==> src/rtl/lpc_bios_wd_reg_pkg.sv <==
// Shared encodings for the LPC BIOS watchdog register slice:
// FSM states, LPC cycle types, register offsets and bus constants.
`default_nettype none

package lpc_bios_wd_reg_pkg;

   typedef enum logic [3:0] {
      ST_IDLE    = 4'd0,
      ST_CYCTYPE = 4'd1,
      ST_ADDR    = 4'd2,
      ST_WDATA   = 4'd3,
      ST_HTAR    = 4'd4,
      ST_SYNC    = 4'd5,
      ST_RDATA   = 4'd6,
      ST_PTAR    = 4'd7,
      ST_SKIP    = 4'd8
   } lpc_state_e;

   localparam logic [2:0]  CYC_IO_RD      = 3'b000;
   localparam logic [2:0]  CYC_IO_WR      = 3'b001;

   localparam logic [15:0] OFS_WD         = 16'h0000;
   localparam logic [15:0] OFS_STATUS     = 16'h0001;

   localparam logic [3:0]  LPC_START      = 4'h0;
   localparam logic [3:0]  LPC_ABORT      = 4'hF;
   localparam logic [3:0]  LPC_SYNC_READY = 4'h0;

endpackage

`default_nettype wire

==> src/rtl/lpc_bios_wd_reg_if.sv <==
// LPC bus bundle: host (master) drives frame/LAD, the peripheral (slave)
// drives LAD_out with its output enable.
`default_nettype none

interface lpc_bios_wd_reg_if;
   logic       LFRAMEn;
   logic [3:0] LAD_in;
   logic [3:0] LAD_out;
   logic       LAD_oe;

   modport master (output LFRAMEn, output LAD_in, input LAD_out, input LAD_oe);
   modport slave  (input LFRAMEn, input LAD_in, output LAD_out, output LAD_oe);
endinterface

`default_nettype wire

==> src/rtl/lpc_io_decoder.sv <==
// LPC I/O cycle decoder: framing FSM, address/data shift registers and LAD drive.
`default_nettype none

module lpc_io_decoder
   import lpc_bios_wd_reg_pkg::*;
#(
   parameter logic [15:0] BASE_ADDR = 16'h0600
) (
   input  wire logic            LpcClock,
   input  wire logic            MainReset,
   lpc_bios_wd_reg_if.slave     lpc,
   input  wire logic [7:0]      rd_data_i,
   output logic                 wr_strobe_o,
   output logic [7:0]           wr_data_o,
   output logic                 rd_capture_o,
   output logic                 rd_status_o
);

   localparam logic [15:0] c_ADDR_WD     = BASE_ADDR + OFS_WD;
   localparam logic [15:0] c_ADDR_STATUS = BASE_ADDR + OFS_STATUS;
   localparam logic [3:0]  c_LAD_PARK    = 4'hF;

   lpc_state_e  state_q, state_d;
   logic [1:0]  cnt_q, cnt_d;
   logic [11:0] addr_q, addr_d;
   logic [7:0]  data_q, data_d;
   logic        is_wr_q, is_wr_d;
   logic        sel_status_q, sel_status_d;
   logic        lad_oe_q, lad_oe_d;
   logic [3:0]  lad_out_q, lad_out_d;

   logic        w_start;
   logic        w_abort;
   logic [15:0] w_addr_full;

   assign w_start     = !lpc.LFRAMEn && (lpc.LAD_in == LPC_START);
   assign w_abort     = !lpc.LFRAMEn && (lpc.LAD_in == LPC_ABORT);
   assign w_addr_full = {addr_q, lpc.LAD_in};

   always_ff @(posedge LpcClock or negedge MainReset) begin
      if (!MainReset) begin
         state_q      <= ST_IDLE;
         cnt_q        <= 2'd0;
         addr_q       <= 12'h000;
         data_q       <= 8'h00;
         is_wr_q      <= 1'b0;
         sel_status_q <= 1'b0;
         lad_oe_q     <= 1'b0;
         lad_out_q    <= c_LAD_PARK;
      end else begin
         state_q      <= state_d;
         cnt_q        <= cnt_d;
         addr_q       <= addr_d;
         data_q       <= data_d;
         is_wr_q      <= is_wr_d;
         sel_status_q <= sel_status_d;
         lad_oe_q     <= lad_oe_d;
         lad_out_q    <= lad_out_d;
      end
   end

   // START and ABORT framing take priority over whatever the FSM is doing.
   always_comb begin
      state_d      = state_q;
      cnt_d        = cnt_q;
      addr_d       = addr_q;
      data_d       = data_q;
      is_wr_d      = is_wr_q;
      sel_status_d = sel_status_q;
      if (w_start) begin
         state_d = ST_CYCTYPE;
         cnt_d   = 2'd0;
      end else if (w_abort) begin
         state_d = ST_IDLE;
         cnt_d   = 2'd0;
      end else if (!lpc.LFRAMEn) begin
         state_d = ST_SKIP;
         cnt_d   = 2'd0;
      end else begin
         case (state_q)
            ST_IDLE: ;
            ST_CYCTYPE: begin
               cnt_d  = 2'd0;
               addr_d = 12'h000;
               if (lpc.LAD_in[3:1] == CYC_IO_RD) begin
                  is_wr_d = 1'b0;
                  state_d = ST_ADDR;
               end else if (lpc.LAD_in[3:1] == CYC_IO_WR) begin
                  is_wr_d = 1'b1;
                  state_d = ST_ADDR;
               end else begin
                  state_d = ST_SKIP;
               end
            end
            ST_ADDR: begin
               addr_d = w_addr_full[11:0];
               cnt_d  = cnt_q + 2'd1;
               if (cnt_q == 2'd3) begin
                  cnt_d = 2'd0;
                  if (w_addr_full == c_ADDR_WD) begin
                     sel_status_d = 1'b0;
                     state_d      = is_wr_q ? ST_WDATA : ST_HTAR;
                  end else if (w_addr_full == c_ADDR_STATUS && !is_wr_q) begin
                     sel_status_d = 1'b1;
                     state_d      = ST_HTAR;
                  end else begin
                     state_d = ST_SKIP;
                  end
               end
            end
            ST_WDATA: begin
               if (cnt_q == 2'd0) begin
                  data_d[3:0] = lpc.LAD_in;
                  cnt_d       = 2'd1;
               end else begin
                  data_d[7:4] = lpc.LAD_in;
                  cnt_d       = 2'd0;
                  state_d     = ST_HTAR;
               end
            end
            ST_HTAR: begin
               if (cnt_q == 2'd0) begin
                  cnt_d = 2'd1;
               end else begin
                  cnt_d   = 2'd0;
                  state_d = ST_SYNC;
               end
            end
            ST_SYNC: begin
               cnt_d   = 2'd0;
               state_d = is_wr_q ? ST_PTAR : ST_RDATA;
            end
            ST_RDATA: begin
               if (cnt_q == 2'd0) begin
                  cnt_d = 2'd1;
               end else begin
                  cnt_d   = 2'd0;
                  state_d = ST_PTAR;
               end
            end
            ST_PTAR: begin
               if (cnt_q == 2'd0) begin
                  cnt_d = 2'd1;
               end else begin
                  cnt_d   = 2'd0;
                  state_d = ST_IDLE;
               end
            end
            ST_SKIP: ;
            default: state_d = ST_IDLE;
         endcase
      end
   end

   // Drive values are decoded from the next state so LAD is registered yet
   // lines up with the state it belongs to.
   always_comb begin
      lad_oe_d  = 1'b0;
      lad_out_d = c_LAD_PARK;
      case (state_d)
         ST_SYNC: begin
            lad_oe_d  = 1'b1;
            lad_out_d = LPC_SYNC_READY;
         end
         ST_RDATA: begin
            lad_oe_d  = 1'b1;
            lad_out_d = (cnt_d == 2'd0) ? rd_data_i[3:0] : rd_data_i[7:4];
         end
         ST_PTAR: begin
            if (cnt_d == 2'd0) begin
               lad_oe_d  = 1'b1;
               lad_out_d = c_LAD_PARK;
            end
         end
         default: ;
      endcase
      wr_strobe_o  = (state_q == ST_HTAR) && (state_d == ST_SYNC) && is_wr_q;
      rd_capture_o = (state_q == ST_HTAR) && (state_d == ST_SYNC) && !is_wr_q;
   end

   assign wr_data_o   = data_q;
   assign rd_status_o = sel_status_q;
   assign lpc.LAD_oe  = lad_oe_q;
   assign lpc.LAD_out = lad_out_q;

endmodule

`default_nettype wire

==> src/rtl/lpc_bios_wd_reg.sv <==
// BIOS watchdog register on LPC I/O: WD control at BASE_ADDR, status at BASE_ADDR+1.
`default_nettype none

module lpc_bios_wd_reg
   import lpc_bios_wd_reg_pkg::*;
#(
   parameter logic [15:0] BASE_ADDR = 16'h0600
) (
   input  wire logic            LpcClock,
   input  wire logic            MainReset,
   lpc_bios_wd_reg_if.slave     lpc,
   input  wire logic            BiosFinished,
   input  wire logic            ForceSwap,
   input  wire logic            BiosPowerOff,
   output logic [7:0]           BiosRegister,
   output logic                 WriteBiosWD
);

   logic [7:0] bios_q;
   logic       strobe_q;
   logic [7:0] rd_data_q;

   logic       w_wr_strobe;
   logic [7:0] w_wr_data;
   logic       w_rd_capture;
   logic       w_rd_status;
   logic [7:0] w_status;
   logic [7:0] w_rd_mux;

   lpc_io_decoder #(
      .BASE_ADDR (BASE_ADDR)
   ) u_dec (
      .LpcClock     (LpcClock),
      .MainReset    (MainReset),
      .lpc          (lpc),
      .rd_data_i    (rd_data_q),
      .wr_strobe_o  (w_wr_strobe),
      .wr_data_o    (w_wr_data),
      .rd_capture_o (w_rd_capture),
      .rd_status_o  (w_rd_status)
   );

   assign w_status = {5'b00000, BiosPowerOff, ForceSwap, BiosFinished};
   assign w_rd_mux = w_rd_status ? w_status : bios_q;

   // Register, strobe and read snapshot all land on the edge entering SYNC.
   always_ff @(posedge LpcClock or negedge MainReset) begin
      if (!MainReset) begin
         bios_q    <= 8'h00;
         strobe_q  <= 1'b0;
         rd_data_q <= 8'h00;
      end else begin
         strobe_q <= w_wr_strobe;
         if (w_wr_strobe) begin
            bios_q <= w_wr_data;
         end
         if (w_rd_capture) begin
            rd_data_q <= w_rd_mux;
         end
      end
   end

   assign BiosRegister = bios_q;
   assign WriteBiosWD  = strobe_q;

endmodule

`default_nettype wire

==> src/flat_wrapper.sv <==
// flat-port wrapper written by rule: the top's interface ports become plain ports
module lpc_bios_wd_reg_flat import lpc_bios_wd_reg_pkg::*;
#(
   parameter logic [15:0] BASE_ADDR = 16'h0600
)
  (LpcClock, MainReset, BiosFinished, ForceSwap, BiosPowerOff, BiosRegister, WriteBiosWD, lpc_LFRAMEn, lpc_LAD_in, lpc_LAD_out, lpc_LAD_oe);
  lpc_bios_wd_reg_if lpc_i ();
  input  wire logic LpcClock;
  input  wire logic MainReset;
  input  wire logic BiosFinished;
  input  wire logic ForceSwap;
  input  wire logic BiosPowerOff;
  output logic [7:0] BiosRegister;
  output logic WriteBiosWD;
  input wire logic [$bits(lpc_i.LFRAMEn)-1:0] lpc_LFRAMEn;
  input wire logic [$bits(lpc_i.LAD_in)-1:0] lpc_LAD_in;
  output wire logic [$bits(lpc_i.LAD_out)-1:0] lpc_LAD_out;
  output wire logic [$bits(lpc_i.LAD_oe)-1:0] lpc_LAD_oe;
  assign lpc_i.LFRAMEn = lpc_LFRAMEn;
  assign lpc_i.LAD_in = lpc_LAD_in;
  assign lpc_LAD_out = lpc_i.LAD_out;
  assign lpc_LAD_oe = lpc_i.LAD_oe;
  lpc_bios_wd_reg #(.BASE_ADDR(BASE_ADDR)) u_core (.LpcClock(LpcClock), .MainReset(MainReset), .lpc(lpc_i), .BiosFinished(BiosFinished), .ForceSwap(ForceSwap), .BiosPowerOff(BiosPowerOff), .BiosRegister(BiosRegister), .WriteBiosWD(WriteBiosWD));
endmodule
==> config.mk <==
export PLATFORM = sky130hd
export DESIGN_NAME = lpc_bios_wd_reg_flat
export DESIGN_NICKNAME = d
export VERILOG_FILES = /design/src/rtl/lpc_bios_wd_reg_pkg.sv /design/src/rtl/lpc_bios_wd_reg_if.sv /design/src/rtl/lpc_io_decoder.sv /design/src/rtl/lpc_bios_wd_reg.sv /design/src/flat_wrapper.sv
export SDC_FILE = /design/constraint.sdc
export NUM_CORES = 1
export LEC_CHECK = 0
export CAP_MARGIN = 0
export CORE_ASPECT_RATIO = 1.75
export CORE_MARGIN = 3
export CORE_UTILIZATION = 32
export CTS_CLUSTER_DIAMETER = 150
export DETAILED_ROUTE_END_ITERATION = 7
export PLACE_DENSITY = 0.59
export SKIP_CTS_REPAIR_TIMING = 1
export SYNTH_ARGS = -nofsm -noshare
export SYNTH_HDL_FRONTEND = slang
export SYNTH_SLANG_ARGS = --single-unit
==> constraint.sdc <==
create_clock -name LpcClock -period 2.3 [get_ports LpcClock]
set_clock_uncertainty 0.2 [all_clocks]
set_input_delay 0.575 -clock LpcClock [delete_from_list [all_inputs] [get_ports LpcClock]]
set_output_delay 0.575 -clock LpcClock [all_outputs]
set_load 0.01 [all_outputs]
After elaboration in Yosys (flattened, before gate mapping)
Index checks and enable logic that the tools add are counted.
{"block": "totals", "reg_bits": 50, "input_bits": 10, "output_inout_bits": 14, "wordCells": 88}
{"block": "classes", "add_sub_neg": 1, "n_eq_ne": 16, "n_mux": 31, "bitwise": 3, "n_reduce_logical": 25}
{"operator": "$mux W4", "n": 13}
{"operator": "$eq A16 B11 Y1 const B", "n": 2}
{"operator": "$pmux W4 S8", "n": 1}
{"operator": "$eq A4 B3 Y1 const B", "n": 7}
{"operator": "$pmux W12 S2", "n": 1}
{"operator": "$reduce_and A5 Y1", "n": 3}
{"operator": "$eq A4 B2 Y1 const B", "n": 2}
{"operator": "$eq A4 B4 Y1 const B", "n": 2}
{"operator": "$logic_not A4 Y1", "n": 2}
{"operator": "$mux W2", "n": 4}
{"operator": "$mux W8", "n": 1}
{"operator": "$pmux W4 S2", "n": 1}
{"operator": "$mux W1", "n": 7}
{"operator": "$logic_and A1 B1 Y1", "n": 6}
{"operator": "$pmux W2 S3", "n": 1}
{"operator": "$reduce_and A6 Y1", "n": 1}
{"operator": "$reduce_bool A2 Y1", "n": 3}
{"operator": "$reduce_or A2 Y1", "n": 3}
{"operator": "$eq A4 B1 Y1 const B", "n": 1}
{"operator": "$logic_not A2 Y1", "n": 2}
{"operator": "$reduce_and A4 Y1", "n": 1}
{"operator": "$reduce_or A4 Y1", "n": 1}
{"operator": "$eq A3 B1 Y1 const B", "n": 1}
{"operator": "$logic_not A3 Y1", "n": 1}
{"operator": "other kinds (6)", "n": 9}

Logic depth before layout (Yosys ltp)
{"block": "logic_depth", "ltp_word": 12, "mapped_depth": 9, "ltp_nobuf": 9}

Hierarchy
Synthesis repeated with hierarchy kept, for this count alone.
{"block": "unflattened", "hier_cells": 197, "area_unflattened_um2": 2422.3}
{"module": "lpc_io_decoder", "instances": 1, "cells_per_inst": 144, "area_per_inst_um2": 1694.1, "seq_area_each_um2": 830.8}
{"module": "lpc_bios_wd_reg", "instances": 1, "cells_per_inst": 53, "area_per_inst_um2": 728.2, "seq_area_each_um2": 425.4}

Least setup slack after synthesis
OpenSTA, ideal clock, no wires.
{"block": "synth_timing", "kind": "register -> register", "start": "register u_core.u_dec.cnt_q[0]", "end": "register u_core.bios_q[0], in the netlist u_core.BiosRegister[0]", "setup_time_ns": 0.125, "arrival_ns": 2.023, "required_ns": 1.975, "slack_ns": -0.048, "path_stages_with_launch": 10, "path_buffers": 1, "synth_period_minus_slack_ns": 2.348, "path_cell_list": "dfrtp_1 -> inv_1 -> ha_1 -> or3b_1 -> nand4_1 -> o21ai_1 -> and3b_4 -> and3_4 -> buf_12 -> mux2_4"}
{"block": "synth_between", "elab_chain_cells": 9, "elab_cells_between_ends": 14, "cone_classes": "eq/ne: 2; mux: 9; reduce/logical: 3"}
{"item": "start: declaration", "line": "lpc_io_decoder.sv:24", "rtl": "logic [1:0] cnt_q, cnt_d;"}
{"item": "start signal: assignment", "line": "lpc_io_decoder.sv:52", "rtl": "cnt_q <= cnt_d;"}
{"item": "$eq A2 B2 Y1 or $logic_not A2 Y1 (tied branches)"}
{"item": "$mux W4, on equally long branches"}
{"item": "$pmux W4 S8 *", "line": "lpc_io_decoder.sv:80", "rtl": "case (state_q)"}
{"item": "$mux W4 *", "line": "lpc_io_decoder.sv:76", "rtl": "end else if (!lpc.LFRAMEn) begin"}
{"item": "$mux W4 *", "line": "lpc_io_decoder.sv:73", "rtl": "end else if (w_abort) begin"}
{"item": "$mux W4 *", "line": "lpc_io_decoder.sv:70", "rtl": "if (w_start) begin"}
{"item": "$eq A4 B3 Y1 *", "line": "lpc_io_decoder.sv:177", "rtl": "wr_strobe_o = (state_q == ST_HTAR) && (state_d == ST_SYNC) && is_wr_q;"}
{"item": "$logic_and A1 B1 Y1 * (2 in a row)", "line": "lpc_io_decoder.sv:177"}
{"item": "named net u_core.u_dec.wr_strobe_o", "line": "lpc_io_decoder.sv:13", "rtl": "output logic wr_strobe_o,"}
{"item": "end signal: assignment", "line": "lpc_bios_wd_reg.sv:55", "rtl": "bios_q <= w_wr_data;"}
{"item": "end: declaration", "line": "lpc_bios_wd_reg.sv:19", "rtl": "logic [7:0] bios_q;"}
The timed path passes the listed nets; every way through them passes the cells marked *.
A chain may end at the register's enable or synchronous reset.

Worst setup path in the final report
{"block": "layout_timing", "start": "register u_core.u_dec.cnt_q[0]", "end": "register u_core.bios_q[6], in the netlist u_core.BiosRegister[6]"}
{"block": "layout_between", "elab_chain_cells": 9, "elab_cells_between_ends": 14, "cone_classes": "eq/ne: 2; mux: 9; reduce/logical: 3"}
{"item": "$eq A2 B2 Y1 or $logic_not A2 Y1 (tied branches)"}
{"item": "$mux W4, on equally long branches"}
{"item": "$pmux W4 S8 *", "line": "lpc_io_decoder.sv:80"}
{"item": "$mux W4 *", "line": "lpc_io_decoder.sv:76"}
{"item": "$mux W4 *", "line": "lpc_io_decoder.sv:73"}
{"item": "$mux W4 *", "line": "lpc_io_decoder.sv:70"}
{"item": "$eq A4 B3 Y1 *", "line": "lpc_io_decoder.sv:177"}
{"item": "$logic_and A1 B1 Y1 * (2 in a row)", "line": "lpc_io_decoder.sv:177"}
Mark *: on every way between the ends. The rest lies on a longest branch, timed or not.

==> results.yml <==
worst_setup_path:
  crit_type: "reg -> reg"
  r2r_slack_ns: -0.05
  reg2reg_from: "u_core.u_dec.cnt_q[0]"
  cp.required_ns: 2.28
  crit_arrival_ns: 2.33
  crit_path_start_kind: "flip-flop"
  crit_fanout: 9
  end_kind: "flip-flop"
  reg2regPathDepth: 8
  rr_endpoint: "u_core.BiosRegister[6]"
power:
  clkPwrFrac_pct: 41.9
  swShare_pct: 23.6
  ir_drop_mv: 0.503
  power_per_cell_area_nw_per_um2: 551
  power_frac_seq_pct: 49.7
  switchingPower_uw: 427
  combinationalPowerShare_pct: 8.4
  p_int_uw: 1380
  p_leak_uw: 0.00163
layout:
  syn2layout_area_growth_pct: 37.5
  nNetsFinal: 266
  stdcell_count: 341
  diodes: 0
  drive_gt1_share_pct: 44.7
synth:
  async_flop_share_pct: 100
  netlist-cell-type-count: 54
  syn-mean-instance-area_um2: 13.1
  synth.area.top_cells: "dfrtp_1 48%, mux2_2 6.6%, mux2_4 5.0%"
  yosysWarnings: 0
  yosysSeqAreaShare_pct: 52.6
  synth_edf_count: 0
  ys_ff_latch: 50
  synth_top_cell_area_share_pct: 48.2
  synth_commonest_cells: "46 x dfrtp_1, 14 x mux2_2, 12 x a22o_1"
  synth_nets: 194
  synth_flop_cell: "dfrtp_1"
  synth.most_common_cell: "dfrtp_1"
  synthesis.area_um2: 2390
  synthCells: 182
  netlist.top_cell.by_area: "dfrtp_1"
clock_tree:
  clk_pin_slew_ns: 0.07
  cts_tree: "yes"
  htree_levels: 2
  numCtsBuffers: 5
  clock_path_buffers: 2
  clock_sinks: 50
  root_buffer: "clkbuf_16"
  worstSkewPairLatency_ns: 0.29
route:
  totalWireLength_um: 5380
  vias_per_cell: 4.93
  wl_per_cell_um: 15.8
  drcViolationCount: 0
  postRouteAntennaNets: 0
  num_vias: 1680
  dr.pass1.iters: 3
  drt-initial-drc-count: 52
sta:
  maxSlewViolCount: 0
  hold_viol: 0
  slew-limit-headroom_pct: 68.4
  finalCritPeriodShare_pct: 102
  fmax_mhz: 425
  min_period_ns: 2.35
  fin_tns_setup_ns: -0.681
  rsz0062_at_grt: "yes"
  setup_slack_ns: -0.0512
  setup-violations-final: 16
  worst_pin_slew_ns: 0.474
global_routing:
  antenna_found_initial: 0
  grt_overflow: 0
  grt_usage_pct: 13.5
  grt_max_degree: 32
  grt_pass1_wl_um: 8880
  grt_pass1_vias: 1794
die:
  die_area_um2: 8580
  start_util_pct: 33.0
  core-area_um2: 7230
  die_width_um: 71.3
  num_rows: 41
  io_pins: 24
  die_h_um: 120
placement:
  hpwl_um: 4020
  io_buffers: 23
  gp_congestion: 0.766
  dp.cells: 326
run_status:
  failed_checks: "negative setup slack"
  status: "finished, violations left"
hold_path:
  hold_path.class: "in -> async"
job:
  cap_violations: 0
-- cells in the final DEF (no fill, tap or decap), drive strengths merged, types with 4 or more instances in the layout --
cell,instances
and3,4
a22o,12
dlymetal6s2s,4
nor2,5
clkdlybuf4s50,17
nor2b,7
nand3,5
dfrtp,46
o21ai,6
inv,7
buf,51
a21oi,6
mux2,29
clkbuf,6
dfstp,4
mux2i,5
-- state kept, by name (all words and copies together), names as in the netlist --
| signal | count |
|---|---|
| u_core.u_dec.addr_q | 12 |
| u_core.u_dec.is_wr_q | 1 |
| u_core.u_dec.lpc.LAD_out | 4 |
| u_core.u_dec.wr_data_o | 8 |
| u_core.u_dec.state_q | 4 |
| u_core.BiosRegister | 8 |
| u_core.rd_data_q | 8 |
| u_core.u_dec.lpc.LAD_oe | 1 |
| u_core.WriteBiosWD | 1 |
| u_core.u_dec.rd_status_o | 1 |
| u_core.u_dec.cnt_q | 2 |
-- routing by layer --
metal / global-route usage, % / wire length (um) / vias up
met5: 0 / 0 / -
met4: 7.88 / 203 / 0
met3: 3.16 / 117 / 13
met2: 22.9 / 2900 / 21
met1: 14.9 / 2160 / 828
li1: - / - / 818
-- worst max-delay path, stage by stage, from the launching register on --
cell	delay, ns
dfrtp_1	0.37
inv_2	0.06
ha_4	0.16
or3b_1	0.34
nand4_1	0.12
o21ai_2	0.08
and3b_4	0.30
and3_4	0.29
mux2_4	0.31
-- logic make-up (layout without fill, tap and decap cells) --
| kind of cell | count (synthesis) | in the layout | synth area share [%] |
|---|---|---|---|
| mux | 34 | 34 | 17.0 |
| flops | 50 | 50 | 52.6 |
| buf+inv | 14 | 87 | 3.09 |
| simple gates | 47 | 47 | 15.5 |
| fa+ha+maj | 2 | 2 | 1.05 |
| xor+xnor | 1 | 1 | 0.367 |
| compound gates | 34 | 34 | 10.4 |
-- how the worst max path moves through the flow --
stage	startpoint	endpoint	slack, ns
6_report	u_core.u_dec.cnt_q[0]	u_core.BiosRegister[6]	-0.05
5_1_grt	u_core.u_dec.cnt_q[0]	u_core.rd_data_q[0]	-0.10
4_1_cts	lpc_LAD_in[2]	u_core.BiosRegister[6]	-0.42
3_5_place_dp	lpc_LAD_in[2]	u_core.BiosRegister[6]	-0.72
3_3_place_gp	lpc_LAD_in[2]	u_core.BiosRegister[2]	-0.73
2_1_floorplan	lpc_LAD_in[3]	u_core.BiosRegister[0]	-0.04
-- area by class of cell --
class / count / area, um2
fillers: 667 / 3950
flip-flops and latches: 50 / 1260
multi-input cells: 118 / 1120
repair buffers: 73 / 622
clock buffers: 5 / 125
well taps: 86 / 108
clock inverters: 3 / 28.8
inverters: 6 / 22.5
-- power by group through the flow --
stage	sequential (uW)	clock, uW	combinational (uW)
final	900	758	153
after global routing	901	823	167
after CTS	899	781	148
after detailed placement	916	0	147
after global placement	916	0	147
after floorplan	917	0	48.0
-- per-stage QoR --
| stage | setup slack (ns) | area [um2] | utilization (%) | hold slack (ns) | power [uW] |
|---|---|---|---|---|---|
| 2_1_floorplan | -0.0441 | 2390 | - | 0.0794 | 965 |
| 3_3_place_gp | -0.729 | 3010 | 41.6 | 0.274 | 1060 |
| 3_5_place_dp | -0.723 | 3010 | 41.6 | 0.285 | 1060 |
| 4_1_cts | -0.420 | 3160 | 43.7 | 0.0463 | 1830 |
| 5_1_grt | -0.100 | 3280 | 45.4 | 0.0543 | 1890 |
| 6_report | -0.0512 | 3280 | 45.4 | 0.0262 | 1810 |
Note: power is estimated with default switching activity, not from simulation.
